<file path="src/rtl/regfile_wb_pkg.sv">
// Shared types and constants for the register-file write-back queue.
package regfile_wb_pkg;

  // Result / register width. The top-level DATA_WIDTH must match this value.
  parameter int DATA_WIDTH = 32;

  localparam int         REG_ADDR_W = 5;
  localparam logic [4:0] REG_ZERO   = 5'd0;
  localparam logic [4:0] RF_WE_ON   = 5'b00001;
  localparam logic [4:0] RF_WE_OFF  = 5'b00000;

  // One pending register-file write.
  typedef struct packed {
    logic [REG_ADDR_W-1:0] addr;
    logic [DATA_WIDTH-1:0] data;
  } wb_entry_t;

endpackage

</file>
<file path="src/rtl/wb_fifo.sv">
// Synchronous FIFO of pending write-back entries.
// Exposes the raw storage and read pointer so the top can scan pending writes
// in age order for forwarding. DEPTH must be a power of two (pointers wrap
// naturally); count distinguishes full from empty.
module wb_fifo #(
  parameter  int DEPTH = 4,
  localparam int PTR_W = $clog2(DEPTH),
  localparam int CNT_W = PTR_W + 1
) (
  input  logic                                   clk,
  input  logic                                   rst,
  input  logic                                   push,
  input  regfile_wb_pkg::wb_entry_t              push_entry,
  input  logic                                   pop,
  output regfile_wb_pkg::wb_entry_t              head,
  output logic [CNT_W-1:0]                       count,
  output logic [PTR_W-1:0]                       rd_ptr,
  output regfile_wb_pkg::wb_entry_t [DEPTH-1:0]  entries
);
  import regfile_wb_pkg::*;

  wb_entry_t [DEPTH-1:0] mem_r;
  logic [PTR_W-1:0]      wr_ptr_r;
  logic [PTR_W-1:0]      rd_ptr_r;
  logic [CNT_W-1:0]      count_r;

  // Entry storage: written at the tail on push, no reset needed (count gates use).
  always_ff @(posedge clk) begin
    if (push) begin
      mem_r[wr_ptr_r] <= push_entry;
    end
  end

  // Pointer and occupancy bookkeeping.
  always_ff @(posedge clk) begin
    if (rst) begin
      wr_ptr_r <= {PTR_W{1'b0}};
      rd_ptr_r <= {PTR_W{1'b0}};
      count_r  <= {CNT_W{1'b0}};
    end else begin
      if (push) begin
        wr_ptr_r <= wr_ptr_r + PTR_W'(1);
      end
      if (pop) begin
        rd_ptr_r <= rd_ptr_r + PTR_W'(1);
      end
      case ({push, pop})
        2'b10:   count_r <= count_r + CNT_W'(1);
        2'b01:   count_r <= count_r - CNT_W'(1);
        default: count_r <= count_r;
      endcase
    end
  end

  assign head    = mem_r[rd_ptr_r];
  assign count   = count_r;
  assign rd_ptr  = rd_ptr_r;
  assign entries = mem_r;

endmodule

</file>
<file path="src/rtl/regfile_wb_queue.sv">
// Write-back queue: buffers ALU and load results and issues at most one
// register-file write per cycle. Load results have priority over ALU results;
// writes to r0 are accepted but discarded.
// Optional feature macro: WB_FORWARD_EN (forwarding lookup over pending writes).
module regfile_wb_queue #(
  parameter  int DATA_WIDTH = 32,
  parameter  int DEPTH      = 4,
  localparam int PTR_W      = $clog2(DEPTH),
  localparam int CNT_W      = PTR_W + 1
) (
  input  logic                  clk,
  input  logic                  rst,
  input  logic                  alu_valid,
  output logic                  alu_ready,
  input  logic [4:0]            alu_addr,
  input  logic [DATA_WIDTH-1:0] alu_data,
  input  logic                  mem_valid,
  output logic                  mem_ready,
  input  logic [4:0]            mem_addr,
  input  logic [DATA_WIDTH-1:0] mem_data,
  output logic [4:0]            rf_we,
  output logic [4:0]            rf_waddr,
  output logic [DATA_WIDTH-1:0] rf_wdata,
  output logic [CNT_W-1:0]      count,
  output logic                  idle,
  input  logic [4:0]            fwd_raddr,
  output logic                  fwd_hit,
  output logic [DATA_WIDTH-1:0] fwd_data
);
  import regfile_wb_pkg::*;

  logic                  not_full_s;
  logic                  mem_fire_s;
  logic                  alu_fire_s;
  logic                  push_s;
  logic                  pop_s;
  wb_entry_t             push_entry_s;
  wb_entry_t             head_s;
  logic [CNT_W-1:0]      count_s;
  logic [PTR_W-1:0]      rd_ptr_s;
  wb_entry_t [DEPTH-1:0] entries_s;

  logic [4:0]            rf_we_r;
  logic [4:0]            rf_waddr_r;
  logic [DATA_WIDTH-1:0] rf_wdata_r;

  // Readies depend only on current occupancy; a same-cycle pop frees nothing.
  assign not_full_s = (count_s < CNT_W'(DEPTH));
  assign mem_ready  = not_full_s;
  assign alu_ready  = not_full_s && !mem_valid;
  assign mem_fire_s = mem_valid && mem_ready;
  assign alu_fire_s = alu_valid && alu_ready;
  assign pop_s      = (count_s != {CNT_W{1'b0}});

  // Select the winning producer and drop r0 destinations.
  always_comb begin
    push_s       = 1'b0;
    push_entry_s = '0;
    if (mem_fire_s) begin
      push_s            = (mem_addr != REG_ZERO);
      push_entry_s.addr = mem_addr;
      push_entry_s.data = mem_data;
    end else if (alu_fire_s) begin
      push_s            = (alu_addr != REG_ZERO);
      push_entry_s.addr = alu_addr;
      push_entry_s.data = alu_data;
    end else begin
      push_s       = 1'b0;
      push_entry_s = '0;
    end
  end

  wb_fifo #(
    .DEPTH (DEPTH)
  ) u_fifo (
    .clk        (clk),
    .rst        (rst),
    .push       (push_s),
    .push_entry (push_entry_s),
    .pop        (pop_s),
    .head       (head_s),
    .count      (count_s),
    .rd_ptr     (rd_ptr_s),
    .entries    (entries_s)
  );

  // Register-file write port: pop the head every edge the queue is non-empty.
  always_ff @(posedge clk) begin
    if (rst) begin
      rf_we_r    <= RF_WE_OFF;
      rf_waddr_r <= REG_ZERO;
      rf_wdata_r <= {DATA_WIDTH{1'b0}};
    end else if (pop_s) begin
      rf_we_r    <= RF_WE_ON;
      rf_waddr_r <= head_s.addr;
      rf_wdata_r <= head_s.data;
    end else begin
      rf_we_r    <= RF_WE_OFF;
      rf_waddr_r <= rf_waddr_r;
      rf_wdata_r <= rf_wdata_r;
    end
  end

  assign rf_we    = rf_we_r;
  assign rf_waddr = rf_waddr_r;
  assign rf_wdata = rf_wdata_r;
  assign count    = count_s;
  assign idle     = (count_s == {CNT_W{1'b0}}) && (rf_we_r == RF_WE_OFF);

`ifdef WB_FORWARD_EN
  logic                  fwd_hit_s;
  logic [DATA_WIDTH-1:0] fwd_data_s;
  logic [PTR_W-1:0]      fwd_idx_s;
  logic                  fwd_match_s;

  // Scan oldest to youngest (rf_* register, then FIFO head to tail); last match wins.
  always_comb begin
    fwd_hit_s   = 1'b0;
    fwd_data_s  = {DATA_WIDTH{1'b0}};
    fwd_idx_s   = {PTR_W{1'b0}};
    fwd_match_s = (rf_we_r != RF_WE_OFF) && (rf_waddr_r == fwd_raddr);
    fwd_hit_s   = fwd_match_s;
    fwd_data_s  = fwd_match_s ? rf_wdata_r : {DATA_WIDTH{1'b0}};
    for (int i = 0; i < DEPTH; i++) begin
      fwd_idx_s   = rd_ptr_s + PTR_W'(i);
      fwd_match_s = (CNT_W'(i) < count_s) && (entries_s[fwd_idx_s].addr == fwd_raddr);
      fwd_hit_s   = fwd_match_s ? 1'b1 : fwd_hit_s;
      fwd_data_s  = fwd_match_s ? entries_s[fwd_idx_s].data : fwd_data_s;
    end
    if (fwd_raddr == REG_ZERO) begin
      fwd_hit_s  = 1'b0;
      fwd_data_s = {DATA_WIDTH{1'b0}};
    end else begin
      fwd_hit_s  = fwd_hit_s;
      fwd_data_s = fwd_data_s;
    end
  end

  assign fwd_hit  = fwd_hit_s;
  assign fwd_data = fwd_data_s;
`else
  logic unused_fwd_s;

  // Lookup disabled: the address and the FIFO storage view are not consumed.
  assign unused_fwd_s = ^{fwd_raddr, rd_ptr_s, entries_s};
  assign fwd_hit      = 1'b0;
  assign fwd_data     = {DATA_WIDTH{1'b0}};
`endif

endmodule

</file>
<file path="config.mk">
export PLATFORM = sky130hd
export DESIGN_NAME = regfile_wb_queue
export DESIGN_NICKNAME = d
export VERILOG_FILES = /design/src/rtl/regfile_wb_pkg.sv /design/src/rtl/wb_fifo.sv /design/src/rtl/regfile_wb_queue.sv
export SDC_FILE = /design/constraint.sdc
export NUM_CORES = 1
export LEC_CHECK = 0
export CELL_PAD_IN_SITES_DETAIL_PLACEMENT = 1
export CELL_PAD_IN_SITES_GLOBAL_PLACEMENT = 2
export CORE_MARGIN = 2
export CORE_UTILIZATION = 35
export CTS_BUF_LIST = sky130_fd_sc_hd__clkbuf_8
export DETAILED_ROUTE_END_ITERATION = 8
export GPL_TIMING_DRIVEN = 0
export PLACE_DENSITY = 0.8
export SLEW_MARGIN = 20
export SYNTH_ARGS = -nofsm -noshare
export SYNTH_HDL_FRONTEND = slang
export SYNTH_SLANG_ARGS = --single-unit
</file>
<file path="constraint.sdc">
create_clock -name clk -period 3 [get_ports clk]
set_input_delay 0.75 -clock clk [delete_from_list [all_inputs] [get_ports clk]]
set_output_delay 0.75 -clock clk [all_outputs]
set_load 0.02 [all_outputs]
</file>
Word level (Yosys, flattened, before mapping)
Cells that the tools add are included.
{ "word_totals": {"word_cells": 47, "register_bits": 197, "out_inout_bits": 81} }
{ "classes": {"add_sub_neg": 4, "magnitude_cmp": 4, "eq_ne": 2, "reduce_logical": 12, "n_mux": 11} }
{ "op_table": {"columns": ["op", "count"], "rows": [
  ["$bwmux 148", 1],
  ["$mux 37", 4],
  ["$bmux 37 s2", 1],
  ["$demux 37 s2", 1],
  ["$reduce_bool 5->1", 2],
  ["$lt 2x3->1 const B", 2],
  ["$pmux 3 s2", 1],
  ["$logic_and 1x1->1", 5],
  ["$logic_not 5->1", 1],
  ["$add 2x1->2 const B", 2],
  ["$add 3x1->3 const B", 1],
  ["$logic_not 3->1", 1],
  ["$lt 3x3->1 const B", 1],
  ["$mux 1", 3],
  ["$reduce_bool 3->1", 1],
  ["$sub 3x1->3 const B", 1],
  ["$eq 2x1->1 const B", 1],
  ["$eq 2x2->1 const B", 1],
  ["$ge 2x1->1 const B", 1],
  ["$reduce_bool 2->1", 1],
  ["$logic_not 1->1", 1]
]} }

Logic depth before layout (Yosys ltp)
Gate-level depths: netlist of the first run.
{ "depth": {"word_depth": 7, "mapped_depth": 10, "depth_no_buf": 10} }

Hierarchy
From an unflattened synthesis of the first run, not the netlist that was laid out.
{ "hier_totals": {"hier_cells": 487, "area_unflattened_um2": 7736.2} }
{ "by_module_without_submodules": {"columns": ["module", "n_inst", "cells_per_inst", "seq_area_each_um2", "area_each_um2"], "rows": [
  ["wb_fifo", 1, 230, 4584.4, 5699.2],
  ["regfile_wb_queue", 1, 257, 760.7, 2037.0]
]} }

Worst setup path before layout of the first run
OpenSTA, ideal clock, no wires.
{ "synth_timing": {"path_kind": "input to register", "start": "in mem_addr[1]", "end": "reg u_fifo.count_r[2], in the netlist u_fifo.count[2]", "path_buffers": 0, "arrival_time_ns": 2.715, "path_slack_ns": 0.215, "path_stages": 10, "setup_time_ns": 0.070, "required_ns": 2.930, "cell_sequence": "or4_4 > o21ai_2 > nand2_2 > inv_2 > ha_1 > inv_1 > fa_1 > xor2_1 > or3_1 > a21oi_1"} }
{ "synth_between": {"elab_chain_cells": 4, "word_cells_on_any_way": 6, "classes_between": "eq/ne (2); mux (2); reduce/logical (2)"} }
{ "synth_lines": {"columns": ["item", "line_no", "source"], "rows": [
  ["start, declared", "regfile_wb_queue.sv:19", "input logic [4:0] mem_addr,"],
  ["$reduce_bool 5->1 (*)", "regfile_wb_queue.sv:60", "push_s = (mem_addr != REG_ZERO);"],
  ["$mux 1 (*)", "regfile_wb_queue.sv:59", "if (mem_fire_s) begin"],
  ["$eq 2x1->1 / $eq 2x2->1 (equally long branches)", "wb_fifo.sv:47", "case ({push, pop})"],
  ["$pmux 3 s2 / $reduce_bool 2->1 (equally long branches)", null, null],
  ["end signal, assigned", "wb_fifo.sv:48", "2'b10: count_r <= count_r + CNT_W'(1);"],
  ["end signal, assigned", "wb_fifo.sv:49", "2'b01: count_r <= count_r - CNT_W'(1);"],
  ["end signal, assigned", "wb_fifo.sv:50", "default: count_r <= count_r;"],
  ["end, declared", "wb_fifo.sv:25", "logic [CNT_W-1:0] count_r;"]
]} }
Every way passes the cells marked *; elsewhere a longest branch is shown, timed or not.
A chain may end at the register's enable or synchronous reset.

Worst setup path in the final report of the first run
{ "layout_timing": {"start": "in alu_addr[2]", "end": "reg u_fifo.count_r[2], in the netlist u_fifo.count[2]"} }
{ "layout_between": {"elab_chain_cells": 5, "word_cells_on_any_way": 7, "classes_between": "eq/ne (2); mux (3); reduce/logical (2)"} }
{ "layout_lines": {"columns": ["item", "line_no", "source"], "rows": [
  ["start, declared", "regfile_wb_queue.sv:15", "input logic [4:0] alu_addr,"],
  ["$reduce_bool 5->1 (*)", "regfile_wb_queue.sv:64", "push_s = (alu_addr != REG_ZERO);"],
  ["$mux 1 (*)", "regfile_wb_queue.sv:63", "end else if (alu_fire_s) begin"],
  ["$mux 1 (*)", "regfile_wb_queue.sv:59", null],
  ["$eq 2x1->1 / $eq 2x2->1 (equally long branches)", "wb_fifo.sv:47", null],
  ["$pmux 3 s2 / $reduce_bool 2->1 (equally long branches)", null, null]
]} }
Marked as above.

==> results.sh, run 1 <==
export IMPL_path_class="primary input to flop"
export IMPL_gp_congestion=0.7025
export IMPL_numCtsBuffers=17
export IMPL_cp_start_kind="primary input"
export IMPL_ys_seq_area_frac=0.6914
export IMPL_grt_usage=0.1532
export IMPL_hold_violations=0
export IMPL_clk_pin_slew_ps=90
export IMPL_postSynth_asyncResetShare=0
export IMPL_outcome="finished clean"
export IMPL_grt_pass1_vias=5017
export IMPL_fin_crit_ps=2944
export IMPL_r2r_setup_slack_ps=610
export IMPL_rsz0062_at_grt="false"
export IMPL_max_freq_mhz=339.7
export IMPL_yosys_top_cells_area="edfxtp_1, dfxtp_1, mux4_2"
export IMPL_tritoncts="done"
export IMPL_max_vdd_ir_drop_mv=0.3654
export IMPL_period_share=0.9813
export IMPL_end_kind="flop"
export IMPL_synth_avg_cell_area_um2=15.65
export IMPL_max_cap_violations=0
export IMPL_vias=4545
export IMPL_layout_nets=759
export IMPL_power_density_mw_per_mm2=911.1
export IMPL_fin_hold_ws_ps=458.4
export IMPL_pin_count=164
export IMPL_synth_top_cell_area_share=0.5749
export IMPL_dpl_instance_area_mm2=0.009428
export IMPL_grt_max_degree=38
export IMPL_total_leakage_power_nw=3.514
export IMPL_final_cell_mix="edfxtp_1, clkdlybuf4s50_1, nand2_1"
export IMPL_slew_violations=0
export IMPL_initial_core_util=0.3554
export IMPL_final_common_cell="edfxtp_1"
export IMPL_slew_headroom=0.2855
export IMPL_grt_overflow_total=0
export IMPL_viasPerCell=4.720
export IMPL_drtAntennaViolNets=0
export IMPL_synth_edf_count=148
export IMPL_clock_sinks=193
export IMPL_whs_path_depth=2
export IMPL_r2r_cells=4
export IMPL_final_setup_viol_count=0
export IMPL_core_area_mm2=0.02176
export IMPL_crit_fanout=5
export IMPL_ys_warn_count=0
export IMPL_die_x_um=152.6
export IMPL_drt_iter0_drc=255
export IMPL_layout_drive_gt1_share=0.2006
export IMPL_synth_distinct_cells=31
export IMPL_register_area_mm2=0.005345
export IMPL_synth_area_mm2=0.007731
export IMPL_skew_ps=13.96
export IMPL_ys_ff_latch=193
export IMPL_synthCells=494
export IMPL_die_h_um=152.6
export IMPL_route_detailed_drc=0
export IMPL_critPathArrivalTime_ps=3320
export IMPL_syn_to_final_growth_pct=27.85
export IMPL_multiInputGateArea_mm2=0.002120
export IMPL_dr_pass1_iters=4
export IMPL_htree_num_levels=4
export IMPL_dpl_hpwl_um=11800
export IMPL_rows=54
export IMPL_worst_pin_slew_ps=1072
export IMPL_die_area_mm2=0.02329
export IMPL_postLayoutCellArea_mm2=0.009884
export IMPL_clock_latency_ps=450
export IMPL_cts_root_buf="clkbuf_8"
export IMPL_diodes=0
export IMPL_routedWlPerCell_um=18.17
export IMPL_port_buffers=121
export IMPL_grt_pass1_wl_um=27210
export IMPL_min_path_type="flop to flop"
export IMPL_clock_path_buffers=2
export IMPL_antenna_found_initial=0
export IMPL_critPathRequiredTime_ps=3380
export IMPL_ys_flop_type="edfxtp_1"
export IMPL_yosysTopAreaCell="edfxtp_1"
export IMPL_fillCellCount=2207
export IMPL_wirelength_um=17500
## cell families after synthesis
group,after synthesis,share of synthesized area
DFF,193,0.6914
and+or+nand+nor,99,0.05503
AOI/OAI and AO/OA,80,0.07089
buffers and inverters,74,0.05842
muxes,38,0.1097
adders and majority gates,6,0.01068
xor gates and xnor gates,3,0.003399
other,1,0.0004850
## layer usage
metal,GRT usage,part of all wire,up-vias
li1,-,-,2135
met5,0,0,-
met3,0.03470,0.043,22
met1,0.1738,0.41,2256
met2,0.2829,0.53,132
met4,0.05335,0.020,0
## synthesized netlist by cell type (3+ instances only)
cell      number
mux4_2        37
nand2_1       75
a22o_1        36
nor2_1        10
inv_1          7
and2_2         4
a21oi_1       39
buf_2         13
edfxtp_1     148
clkbuf_1      10
dfxtp_1       45
buf_4         38
xor2_1         3
ha_1           5
buf_1          3
## state kept, by name, summed over array words and instances (netlist names)
register,count
u_fifo.rd_ptr,2
u_fifo.wr_ptr_r,2
rf_waddr,5
u_fifo.entries,148
u_fifo.count,3
rf_we,1
rf_wdata,32
## worst max-delay path: stages
cell             delay, ps
clkdlybuf4s50_1        420
or4_4                  570
o21ai_4                190
nand2_4                 90
inv_4                   90
ha_4                   140
inv_1                   50
fa_1                   370
xor2_1                 160
or3_1                  330
a21oi_2                150
## area by class of cell
cell class,count,share of cell area
Multi-Input combinational cell,263,0.2144
Sequential cell,193,0.5408
Timing Repair Buffer,122,0.1233
Inverter,8,0.003291
Tap cell,280,0.03544
Clock buffer,17,0.02367
Clock inverter,15,0.01684
Buffer,65,0.04228
## timing repair
item	4_1_cts	5_1_grt
resized for setup	4	6
hold buffers	0	0
pin swaps	0	2
setup endpoints to repair	2	2
setup buffers	0	1
## report_power, final
| part | internal, W | switching [W] | leakage (nW) |
|---|---|---|---|
| registers | 0.00366 | 0.000248 | 1.76 |
| logic | 0.00148 | 0.00190 | 1.54 |
| clock network | 0.000824 | 0.000894 | 0.217 |
## worst paths after layout
check,start,end
worst max register to register,u_fifo.count[2]$_SDFFE_PP0P_,u_fifo.entries[68]$_DFFE_PP_
worst min register to register,rf_waddr[2]$_SDFFE_PP0N_,rf_waddr[2]$_SDFFE_PP0N_
worst min-delay path,rf_waddr[2]$_SDFFE_PP0N_,rf_waddr[2]$_SDFFE_PP0N_
worst max-delay path,alu_addr[2],u_fifo.count[2]$_SDFFE_PP0P_
## through the flow
| stage | power, W | instances | utilization | setup slack, ps | TNS, ps |
|---|---|---|---|---|---|
| global placement | 0.007236 | 931 | 0.4333 | -341.9 | -6715 |
| CTS | 0.009106 | 962 | 0.4523 | 12.88 | 0 |
| global route | 0.009548 | 963 | 0.4543 | 24.56 | 0 |
| floorplan | 0.006005 | 530 | - | 215.3 | 0 |
| detailed placement | 0.007383 | 931 | 0.4333 | -498.8 | -17970 |
| finish | 0.009006 | 963 | 0.4543 | 56.11 | 0 |
(Power assumes the default switching activity.)
==> run 2: changes to the inputs <==
CORE_MARGIN = 4   (was 2)
==> results.sh, run 2 (same netlist as run 1, synthesis figures left out) <==
export IMPL_period_share=0.9913
export IMPL_drt_iter0_drc=243
export IMPL_fin_hold_ws_ps=456.8
export IMPL_fin_ws_ps=26.12
export IMPL_worst_pin_slew_ps=1039
export IMPL_vias=4559
export IMPL_cp_start_kind="primary input"
export IMPL_grt_usage=0.1489
export IMPL_final_cell_mix="edfxtp_1, clkdlybuf4s50_1, nand2_1"
export IMPL_total_leakage_power_nw=3.496
export IMPL_die_area_mm2=0.02453
export IMPL_clk_pin_slew_ps=90
export IMPL_slew_violations=0
export IMPL_pre_cts_ws_ps=-541.4
export IMPL_crit_fanout=5
export IMPL_viasPerCell=4.739
export IMPL_antenna_found_initial=0
export IMPL_port_buffers=121
export IMPL_layout_nets=758
export IMPL_slew_headroom=0.3073
export IMPL_grt_max_degree=38
export IMPL_routedWlPerCell_um=18.49
export IMPL_skew_ps=10.67
export IMPL_final_common_cell="edfxtp_1"
export IMPL_numCtsBuffers=17
export IMPL_clock_path_buffers=2
export IMPL_rsz0062_at_grt="false"
export IMPL_fin_crit_ps=2974
export IMPL_pin_count=164
export IMPL_largest_register_ffs=148
export IMPL_max_freq_mhz=336.3
export IMPL_clock_latency_ps=460
export IMPL_die_h_um=156.6
export IMPL_max_vdd_ir_drop_mv=0.3156
export IMPL_clock_sinks=193
export IMPL_cp_slowest_cell="or4_4"
export IMPL_layout_drive_gt1_share=0.1979
export IMPL_drtAntennaViolNets=0
export IMPL_fin_total_pwr_w=0.009002
export IMPL_htree_num_levels=4
export IMPL_core_area_mm2=0.02176
export IMPL_grt_pass1_wl_um=27320
export IMPL_wirelength_um=17790
export IMPL_cp_slowest_stage_delay_ps=560
export IMPL_power_density_mw_per_mm2=912.5
export IMPL_critPathArrivalTime_ps=3360
export IMPL_initial_core_util=0.3554
export IMPL_syn_to_final_growth_pct=27.61
export IMPL_outcome="finished clean"
export IMPL_grt_overflow_total=0
export IMPL_dr_pass1_iters=4
export IMPL_crit_chain="clkdlybuf4s50_1, or4_4, o21ai_4, nand2_4, inv_4, ha_4, inv_1, fa_1, xor2_1, or3_1, a21oi_2"
export IMPL_final_setup_viol_count=0
export IMPL_gp_congestion=0.7266
export IMPL_diodes=0
export IMPL_hold_violations=0
export IMPL_max_cap_violations=0
export IMPL_rows=54
export IMPL_critPathRequiredTime_ps=3390
export IMPL_path_class="primary input to flop"
export IMPL_min_path_type="flop to flop"
export IMPL_dpl_hpwl_um=12090
export IMPL_die_x_um=156.6
export IMPL_grt_pass1_vias=4938
export IMPL_cts_root_buf="clkbuf_8"
export IMPL_end_kind="flop"
export IMPL_route_detailed_drc=0
export IMPL_tritoncts="done"
==> run 2: changes by cell type in the layout (fill, tap and decap cells not counted), moves of 2 or more <==
cell / before / now
clkinv_1: 0 / 2
clkinv_2: 5 / 3
clkinv_4: 1 / 3
inv_6: 4 / 2
==> run 2: layout make-up <==
type / instances / area [um^2]
repair buffers: 121 / 1211
fillers: 2181 / 11890
clock inverters: 15 / 167.7
multi-input cells: 263 / 2107
plain buffers: 65 / 417.9
well taps: 280 / 350.3
inverters: 8 / 32.53
clock buffers: 17 / 234.0
flip-flops and latches: 193 / 5345
==> run 2: layer usage <==
metal,track usage,share of wire
met3,0.02848,0.042
met4,0.05124,0.015
met5,0,0
met1,0.1792,0.41
met2,0.2674,0.53
==> run 2: worst paths after layout <==
| kind | startpoint | to | slack, ps | cells after the start |
|---|---|---|---|---|
| worst min register to register | rf_wdata[0]$_SDFFE_PP0N_ | rf_wdata[0]$_SDFFE_PP0N_ | 460 | 2 |
| worst max-delay path | alu_addr[1] | u_fifo.count[2]$_SDFFE_PP0P_ | 30 | 11 |
| worst max register to register | u_fifo.count[2]$_SDFFE_PP0P_ | u_fifo.entries[146]$_DFFE_PP_ | 580 | 4 |
| worst min-delay path | rf_wdata[0]$_SDFFE_PP0N_ | rf_wdata[0]$_SDFFE_PP0N_ | 460 | 2 |
==> run 2: metrics by stage <==
stage	instances	instance area (um^2)	utilization	setup TNS (ps)
after floorplan	530	7866	-	0
after global placement	931	9428	0.4333	-3720
after detailed placement	931	9428	0.4333	-24330
after CTS	962	9854	0.4530	0
after global routing	962	9866	0.4535	0
final	962	9866	0.4535	0
==> run 2: critical path: cells and delay by family <==
kind / cells / cell delay [ps]
xor+xnor: 1 / 170
buf+inv: 3 / 580
simple gates: 3 / 980
fa+ha+maj: 2 / 530
compound gates: 2 / 340
==> run 2: power by group <==
group | total, W | leakage (nW) | switching (W) | internal (W)
Combinational | 0.00339 | 1.53 | 0.00192 | 0.00147
Sequential | 0.00391 | 1.76 | 0.000248 | 0.00366
Clock | 0.00170 | 0.206 | 0.000882 | 0.000819
==> run 2: timing repair <==
| action | 4_1_cts | 5_1_grt |
|---|---|---|
| hold buffers | 0 | 0 |
| setup buffers | 0 | 0 |
| pin swaps | 1 | 1 |
| endpoints found under the setup margin | 2 | 1 |
| resized for setup | 6 | 2 |
==> run 3: changes to the inputs <==
CAP_MARGIN = 10   (was not set)
CTS_CLUSTER_DIAMETER = 100   (was not set)
==> results of run 3 <==
Same layout as run 2: the final DEF is identical, and so are final timing and power.
